==> src/rtl/pconv_unit_pkg.sv <==
// rtl/pconv_unit_pkg.sv - shared widths and saturation helper for the pointwise conv unit
package pconv_unit_pkg;

  localparam int ACC_W   = 32;
  localparam int BIAS_W  = 32;
  localparam int SHIFT_W = 5;

  function automatic logic signed [ACC_W-1:0] sat_n(input logic signed [ACC_W-1:0] v,
                                                      input int n);
    logic signed [ACC_W-1:0] hi;
    logic signed [ACC_W-1:0] lo;
    hi = (32'sd1 <<< (n - 1)) - 32'sd1;
    lo = -hi - 32'sd1;
    if (v > hi) return hi;
    if (v < lo) return lo;
    return v;
  endfunction

endpackage

==> src/rtl/pconv_unit_if.sv <==
// rtl/pconv_unit_if.sv - pixel/parameter input bus and result output of one conv channel
interface pconv_unit_if #(
  parameter int N             = 16,
  parameter int INPUT_CHANNEL = 3
);
  import pconv_unit_pkg::*;

  logic                       input_vld;
  logic [INPUT_CHANNEL*N-1:0] input_din;
  logic [INPUT_CHANNEL*N-1:0] weight_din;
  logic [BIAS_W-1:0]          bias_din;
  logic [SHIFT_W-1:0]         shift_din;
  logic [N-1:0]               conv_dout;
  logic                       conv_dout_vld;

  modport master (
    output input_vld, input_din, weight_din, bias_din, shift_din,
    input  conv_dout, conv_dout_vld
  );

  modport slave (
    input  input_vld, input_din, weight_din, bias_din, shift_din,
    output conv_dout, conv_dout_vld
  );

endinterface

==> src/rtl/pconv_unit_sat.sv <==
// rtl/pconv_unit_sat.sv - arithmetic right shift (floor) then clamp to N-bit signed range
module pconv_sat
  import pconv_unit_pkg::*;
#(
  parameter int N = 16
) (
  input  logic signed [ACC_W-1:0]   acc_i,
  input  logic        [SHIFT_W-1:0] shift_i,
  output logic signed [N-1:0]       dout_o
);

  logic signed [ACC_W-1:0] shifted;

  always_comb begin
    shifted = acc_i >>> shift_i;
    dout_o  = N'(sat_n(shifted, N));
  end

endmodule

==> src/rtl/pconv_unit.sv <==
// rtl/pconv_unit.sv - one output channel of a 1x1 quantized convolution
// capture -> products -> tree sum + bias -> shift/saturate; fixed latency for all copies
module pconv_unit
  import pconv_unit_pkg::*;
#(
  parameter int N             = 16,
  parameter int INPUT_CHANNEL = 3
) (
  input  logic           clk,
  input  logic           rst_n,
  pconv_unit_if.slave    bus
);

  localparam int DEPTH  = $clog2(INPUT_CHANNEL);
  localparam int LEAVES = 1 << DEPTH;

  // capture stage: holds the pixel and its parameters from the accepting edge
  logic                       s0_vld_q;
  logic [INPUT_CHANNEL*N-1:0] s0_in_q;
  logic [INPUT_CHANNEL*N-1:0] s0_w_q;
  logic signed [BIAS_W-1:0]   s0_bias_q;
  logic [SHIFT_W-1:0]         s0_shift_q;

  logic                       s1_vld_q;
  logic signed [2*N-1:0]      s1_prod_q [INPUT_CHANNEL];
  logic signed [BIAS_W-1:0]   s1_bias_q;
  logic [SHIFT_W-1:0]         s1_shift_q;

  logic                       s2_vld_q;
  logic signed [ACC_W-1:0]    s2_acc_q;
  logic [SHIFT_W-1:0]         s2_shift_q;

  logic                       s3_vld_q;
  logic signed [N-1:0]        conv_dout_q;
  logic signed [N-1:0]        conv_dout_d;
  logic signed [N-1:0]        sat_dout;

  // pairwise adder tree over a power-of-two padded leaf set
  for (genvar l = 0; l <= DEPTH; l++) begin : g_lvl
    localparam int W = LEAVES >> l;
    logic [W-1:0][ACC_W-1:0] sum;
    for (genvar i = 0; i < W; i++) begin : g_node
      if (l == 0) begin : g_leaf
        if (i < INPUT_CHANNEL) begin : g_used
          assign sum[i] = ACC_W'(s1_prod_q[i]);
        end else begin : g_pad
          assign sum[i] = '0;
        end
      end else begin : g_add
        assign sum[i] = g_lvl[l-1].sum[2*i] + g_lvl[l-1].sum[2*i+1];
      end
    end
  end

  always_ff @(posedge clk) begin
    if (bus.input_vld) begin
      s0_in_q    <= bus.input_din;
      s0_w_q     <= bus.weight_din;
      s0_bias_q  <= bus.bias_din;
      s0_shift_q <= bus.shift_din;
    end
    for (int c = 0; c < INPUT_CHANNEL; c++) begin
      s1_prod_q[c] <= $signed(s0_in_q[c*N +: N]) * $signed(s0_w_q[c*N +: N]);
    end
    s1_bias_q  <= s0_bias_q;
    s1_shift_q <= s0_shift_q;
    s2_acc_q   <= g_lvl[DEPTH].sum[0] + s1_bias_q;
    s2_shift_q <= s1_shift_q;
  end

  pconv_sat #(.N(N)) u_sat (
    .acc_i   (s2_acc_q),
    .shift_i (s2_shift_q),
    .dout_o  (sat_dout)
  );

  always_comb begin
    conv_dout_d = conv_dout_q;
    if (s2_vld_q) conv_dout_d = sat_dout;
  end

  always_ff @(posedge clk) begin
    if (!rst_n) begin
      s0_vld_q    <= 1'b0;
      s1_vld_q    <= 1'b0;
      s2_vld_q    <= 1'b0;
      s3_vld_q    <= 1'b0;
      conv_dout_q <= '0;
    end else begin
      s0_vld_q    <= bus.input_vld;
      s1_vld_q    <= s0_vld_q;
      s2_vld_q    <= s1_vld_q;
      s3_vld_q    <= s2_vld_q;
      conv_dout_q <= conv_dout_d;
    end
  end

  assign bus.conv_dout     = conv_dout_q;
  assign bus.conv_dout_vld = s3_vld_q;

endmodule

==> src/flat_wrapper.sv <==
// flat-port wrapper written by rule: the top's interface ports become plain ports
module pconv_unit_flat import pconv_unit_pkg::*;
#(
  parameter int N             = 16,
  parameter int INPUT_CHANNEL = 3
)
  (clk, rst_n, bus_input_vld, bus_input_din, bus_weight_din, bus_bias_din, bus_shift_din, bus_conv_dout, bus_conv_dout_vld);
  pconv_unit_if #(.N(N), .INPUT_CHANNEL(INPUT_CHANNEL)) bus_i ();
  input  logic clk;
  input  logic rst_n;
  input wire logic [$bits(bus_i.input_vld)-1:0] bus_input_vld;
  input wire logic [$bits(bus_i.input_din)-1:0] bus_input_din;
  input wire logic [$bits(bus_i.weight_din)-1:0] bus_weight_din;
  input wire logic [$bits(bus_i.bias_din)-1:0] bus_bias_din;
  input wire logic [$bits(bus_i.shift_din)-1:0] bus_shift_din;
  output wire logic [$bits(bus_i.conv_dout)-1:0] bus_conv_dout;
  output wire logic [$bits(bus_i.conv_dout_vld)-1:0] bus_conv_dout_vld;
  assign bus_i.input_vld = bus_input_vld;
  assign bus_i.input_din = bus_input_din;
  assign bus_i.weight_din = bus_weight_din;
  assign bus_i.bias_din = bus_bias_din;
  assign bus_i.shift_din = bus_shift_din;
  assign bus_conv_dout = bus_i.conv_dout;
  assign bus_conv_dout_vld = bus_i.conv_dout_vld;
  pconv_unit #(.N(N), .INPUT_CHANNEL(INPUT_CHANNEL)) u_core (.clk(clk), .rst_n(rst_n), .bus(bus_i));
endmodule
==> config.mk <==
export PLATFORM = sky130hd
export DESIGN_NAME = pconv_unit_flat
export DESIGN_NICKNAME = d
export VERILOG_FILES = /design/src/rtl/pconv_unit_pkg.sv /design/src/rtl/pconv_unit_if.sv /design/src/rtl/pconv_unit_sat.sv /design/src/rtl/pconv_unit.sv /design/src/flat_wrapper.sv
export SDC_FILE = /design/constraint.sdc
export NUM_CORES = 2
export LEC_CHECK = 0
export ABC_AREA = 1
export ABC_CLOCK_PERIOD_IN_PS = 5900
export CAP_MARGIN = 20
export CORE_MARGIN = 4
export CORE_UTILIZATION = 58
export CTS_CLUSTER_DIAMETER = 120
export DETAILED_ROUTE_END_ITERATION = 12
export GPL_ROUTABILITY_DRIVEN = 0
export PLACE_DENSITY = 0.79
export SLEW_MARGIN = 30
export SYNTH_ARGS = -nofsm -noshare
export SYNTH_HDL_FRONTEND = slang
export SYNTH_SLANG_ARGS = --single-unit
==> constraint.sdc <==
create_clock -name clk -period 5.9 [get_ports clk]
set_input_delay 1.77 -clock clk [delete_from_list [all_inputs] [get_ports clk]]
set_output_delay 1.77 -clock clk [all_outputs]
set_load 0.1 [all_outputs]
* After elaboration in Yosys (flattened, before gate mapping)
Memory sizes are Yosys's and may differ from the RTL's. Cells that the tools add are included.
Storage, ports and cells: bits in registers 227, bits in writable memories 96, output and inout port bits 17, logic and storage cells 30, memories 1
Memory list:
- u_core.s1_prod_q | words 3, width 32, rd ports 3, clocked after memory_dff 0, write ports 3, line pconv_unit.sv:25 | logic signed [2*N-1:0] s1_prod_q [INPUT_CHANNEL];
Cells by class: add/subtract/negate cells 3, multipliers 3, $lt $le $gt $ge 2, shift operators 1, mux-type cells 7
Operator list (number):
- $add 32x32->32 | 3
- $mul 16x16->32 | 3
- $mux 16 | 4
- $gt 32x16->1 const B | 1
- $lt 32x16->1 const B | 1
- $sshr 32x5->32 | 1
- $mux 1 | 3

* Logic depth before layout (Yosys ltp)
depth after elaboration 6, gate-level depth with buffers 27, depth with buffers taken out 25

* By module
A second synthesis with hierarchy kept.
Unflattened totals: cells, all modules 5625, area, all modules 45561.2 µm²
By module, submodules not included:
- pconv_unit | instances 1, cells each 5235, area each 43725.7 µm², seq. area each 7797.5 µm²
- pconv_sat | instances 1, cells each 390, area each 1835.5 µm², seq. area each 0.0 µm²

* Least setup slack after synthesis
No wires, ideal clock.
path kind register -> register, start register u_core.s0_w_q[5], end memory u_core.s1_prod_q[0][29] (netlist bit), library setup time 0.120 ns, arrival time 5.554 ns, required time 5.780 ns, path slack 0.227 ns, stages on the path, launching flop included 22, path buffers 2, cell sequence edfxtp_1 > clkbuf_1 > clkbuf_1 > nand2_1 > fa_1 > inv_1 > fa_1 > fa_1 > fa_1 > fa_1 > inv_1 > fa_1 > inv_1 > ha_1 > nand2_1 > nor4_1 > nand3b_1 > nand3_1 > nand2_1 > nand2_1 > a31oi_1 > xnor2_1
RTL lines:
- start: declaration | line pconv_unit.sv:20 | logic [INPUT_CHANNEL*N-1:0] s0_w_q;
- start signal: assignment | line pconv_unit.sv:58 | s0_w_q <= bus.weight_din;
- end: declaration | line pconv_unit.sv:25

==> reports/results.ini <==
[logic_synthesis]
ys.flop_type=dfxtp_1
synth_edf_count=133
synth_nets=6183
syn-cell-area_um2=43100
ys_ff_latch=323
async_reset_ff_share_pct=0
synth_top_area_share_pct=39.4
yosysSeqAreaShare_pct=18.1
yosys.area.top_type=fa_1
syn_inst=4922
syn_area_per_cell_um2=8.76
netlist_top_cells_area=fa_1 39%, inv_1 12%, nand2_1 9.5%
ys_types=49
ys_warn_count=0

[sta]
fin_crit_sh_pct=98.4
slew_viol_final=0
fmax_mhz=172
finClkSkew_ns=0.0380
hold_slack_ns=0.332
rsz0062_at_grt=yes
relSlewSlack_pct=34.5
hold_viol=0
period_minus_slack_ns=5.80
setup_ws_ns=0.0962
finalSetupViolations=0
worst_pin_slew_ns=0.979

[cells_and_area]
nFillCells=5542
seq_area_um2=7800
drive_above_1_share_pct=8.36
finalNonFillerCells=6142
multi_input_area_um2=29900
syn_to_final_growth_pct=13.4
final_nets=6410

[clocking]
cts_tree=done
cts_hold_buf=0
ctsRootBufferMaster=clkbuf_16
numCtsBuffers=40
cts_sinks=323
clk_path_buf_depth=3
worstSkewPairLatency_ns=0.59
clk_pin_slew_ns=0.06
htree_levels=2

[critical_path]
path_buf_inv=8
critical_path.slowest_cell=fa_1
cp.required_ns=6.34
path_common_cell=fa_1
cp_slowest_stage_delay_ns=0.53
end_kind=register
start_kind=register
critPathKind=reg -> reg
path_delay_family=adder cells
crit_arrival_ns=6.24
critPathMaxFanout=7

[die]
coreArea_um2=73300
start_util_pct=58.8
fp.dieArea_um2=78800
rows=99
die_h_um=281
pin_count=153
die_width_um=281

[global_routing]
grt_pass1_vias=34073
overflow=0
grtUsageTotal_pct=26.3
grt_pass1_wl_um=167000
grt_max_degree=75
antenna_found_initial=2

[placement]
io_buffers=152
dp_slack_ns=-0.0596
placed_cells=5960
dpl.hpwl_um=83100

[run]
max_cap_viol_count=0

[route]
drtPass1Iterations=8
route.detailed.drc=0
vias=32431
via_per_inst=5.28
first_iter_violations=2513
ant_nets=0
wl_per_cell_um=16.6
drt-total-wl_um=102000

[hold_path]
hold_path.class=reg -> reg

[run_status]
status=finished, final reports clean

final timing paths:
| path | startpoint | endpoint | slack [ns] | depth (start not counted) |
|---|---|---|---|---|
| hold / removal | u_core.s0_bias_q[15] | u_core.s1_bias_q[15] | 0.33 | 0 |
| setup reg to reg | u_core.s0_w_q[36] | u_core.s1_prod_q[0][95] | 0.1 | 25 |
| hold reg to reg | u_core.s0_bias_q[15] | u_core.s1_bias_q[15] | 0.33 | 0 |
| setup / recovery | u_core.s0_w_q[36] | u_core.s1_prod_q[0][95] | 0.1 | 25 |
per-stage QoR:
stage                     utilization [%]  area (um2)  setup TNS, ns
after floorplan                         -       43100              0
after global routing                 66.7       48900         -0.517
after detailed placement             62.8       46100        -0.0687
final                                66.7       48900              0
after CTS                            64.8       47500              0
after global placement               62.8       46100              0
placed cells by master (no fill, tap or decap), types with 17 or more instances in the layout:
master           count
inv_1             1326
a21oi_1            141
nand4_1             17
nand3_1            119
fa_1               835
dfxtp_1            189
buf_4              204
ha_1               257
a21o_1              24
nand2_1           1081
xnor2_1             65
o21ai_0            101
buf_12              25
xor2_1              81
nand2_2             21
edfxtp_1           133
a21oi_2             21
nor2_1             134
clkdlybuf4s50_1    151
clkbuf_16           42
cells by family (layout without fill, tap and decap cells):
kind of cell / count (synthesis) / count (layout) / share of synthesized area (%)
compound gates: 352 / 352 / 4.57
xor+xnor: 146 / 146 / 2.96
fa+ha+maj: 1125 / 1125 / 47.4
buf+inv: 1540 / 1799 / 13.5
flops: 323 / 323 / 18.1
mux: 6 / 6 / 0.139
other cells: 0 / 2 / 0
simple gates: 1430 / 1430 / 13.3
metal layers:
metal	up-vias	share of wire (%)	GRT usage, %
met5	-	0	0
li1	14816	-	-
met2	1450	47	43.2
met1	15891	40	36.3
met3	274	8.2	3.61
met4	0	3.9	9.52
registers in the layout, indices dropped and copies added, names as in the netlist:
| name | count |
|---|---|
| u_core.s1_prod_q | 96 |
| u_core.s2_acc_q | 32 |
| u_core.s0_in_q | 48 |
| u_core.s2_vld_q | 1 |
| u_core.s0_vld_q | 1 |
| u_core.s1_bias_q | 32 |
| u_core.s2_shift_q | 5 |
| u_core.s0_bias_q | 32 |
| u_core.bus.conv_dout_vld | 1 |
| u_core.s1_shift_q | 5 |
| u_core.s0_w_q | 48 |
| u_core.s0_shift_q | 5 |
| u_core.s1_vld_q | 1 |
| u_core.bus.conv_dout | 16 |
timing repair:
action / 4_1_cts / 5_1_grt
pin swaps: 0 / 18
setup endpoints to repair: 6 / 39
setup buffers: 4 / 102
resized for setup: 4 / 104
synth_stat cells (all sizes together) (11+ instances only):
| cell | count |
|---|---|
| nor3 | 13 |
| inv | 1331 |
| buf | 24 |
| edfxtp | 133 |
| xnor2 | 65 |
| o21ai | 112 |
| a31oi | 11 |
| nand3 | 131 |
| xor2 | 81 |
| nor2 | 139 |
| nand4 | 17 |
| nand2 | 1105 |
| ha | 277 |
| dfxtp | 190 |
| or2 | 14 |
| a21o | 24 |
| clkbuf | 182 |
| a21oi | 162 |
| fa | 848 |
worst reg2reg max path, cell delays in order, from the launching register on:
cell and delay, ns:
edfxtp_1 0.46, buf_4 0.18, buf_4 0.15, nand2_1 0.06, inv_1 0.05, fa_1 0.53
inv_1 0.05, fa_1 0.46, fa_1 0.45, fa_1 0.50, inv_1 0.06, fa_1 0.53
inv_1 0.05, fa_1 0.48, inv_1 0.05, ha_1 0.31, nand2_2 0.10, nor2_2 0.07
o21ai_0 0.07, o211ai_1 0.15, a31oi_2 0.32, o21ai_0 0.16, buf_4 0.18, nand2_1 0.05
nand2_1 0.06, xor2_1 0.14
cell type report:
cell class                 instances  area share (%)
timing repair buffer             391            7.47
multi-input combinational       3059            61.1
tap                              959            2.45
antenna                            2          0.0102
inverter                        1334            10.2
sequential                       323            15.9
clock buffer                      56            2.37
clock inverter                    18           0.414
Power is not shown: default switching activity piles up to over one toggle a cycle in this logic, so the estimate is an artifact.
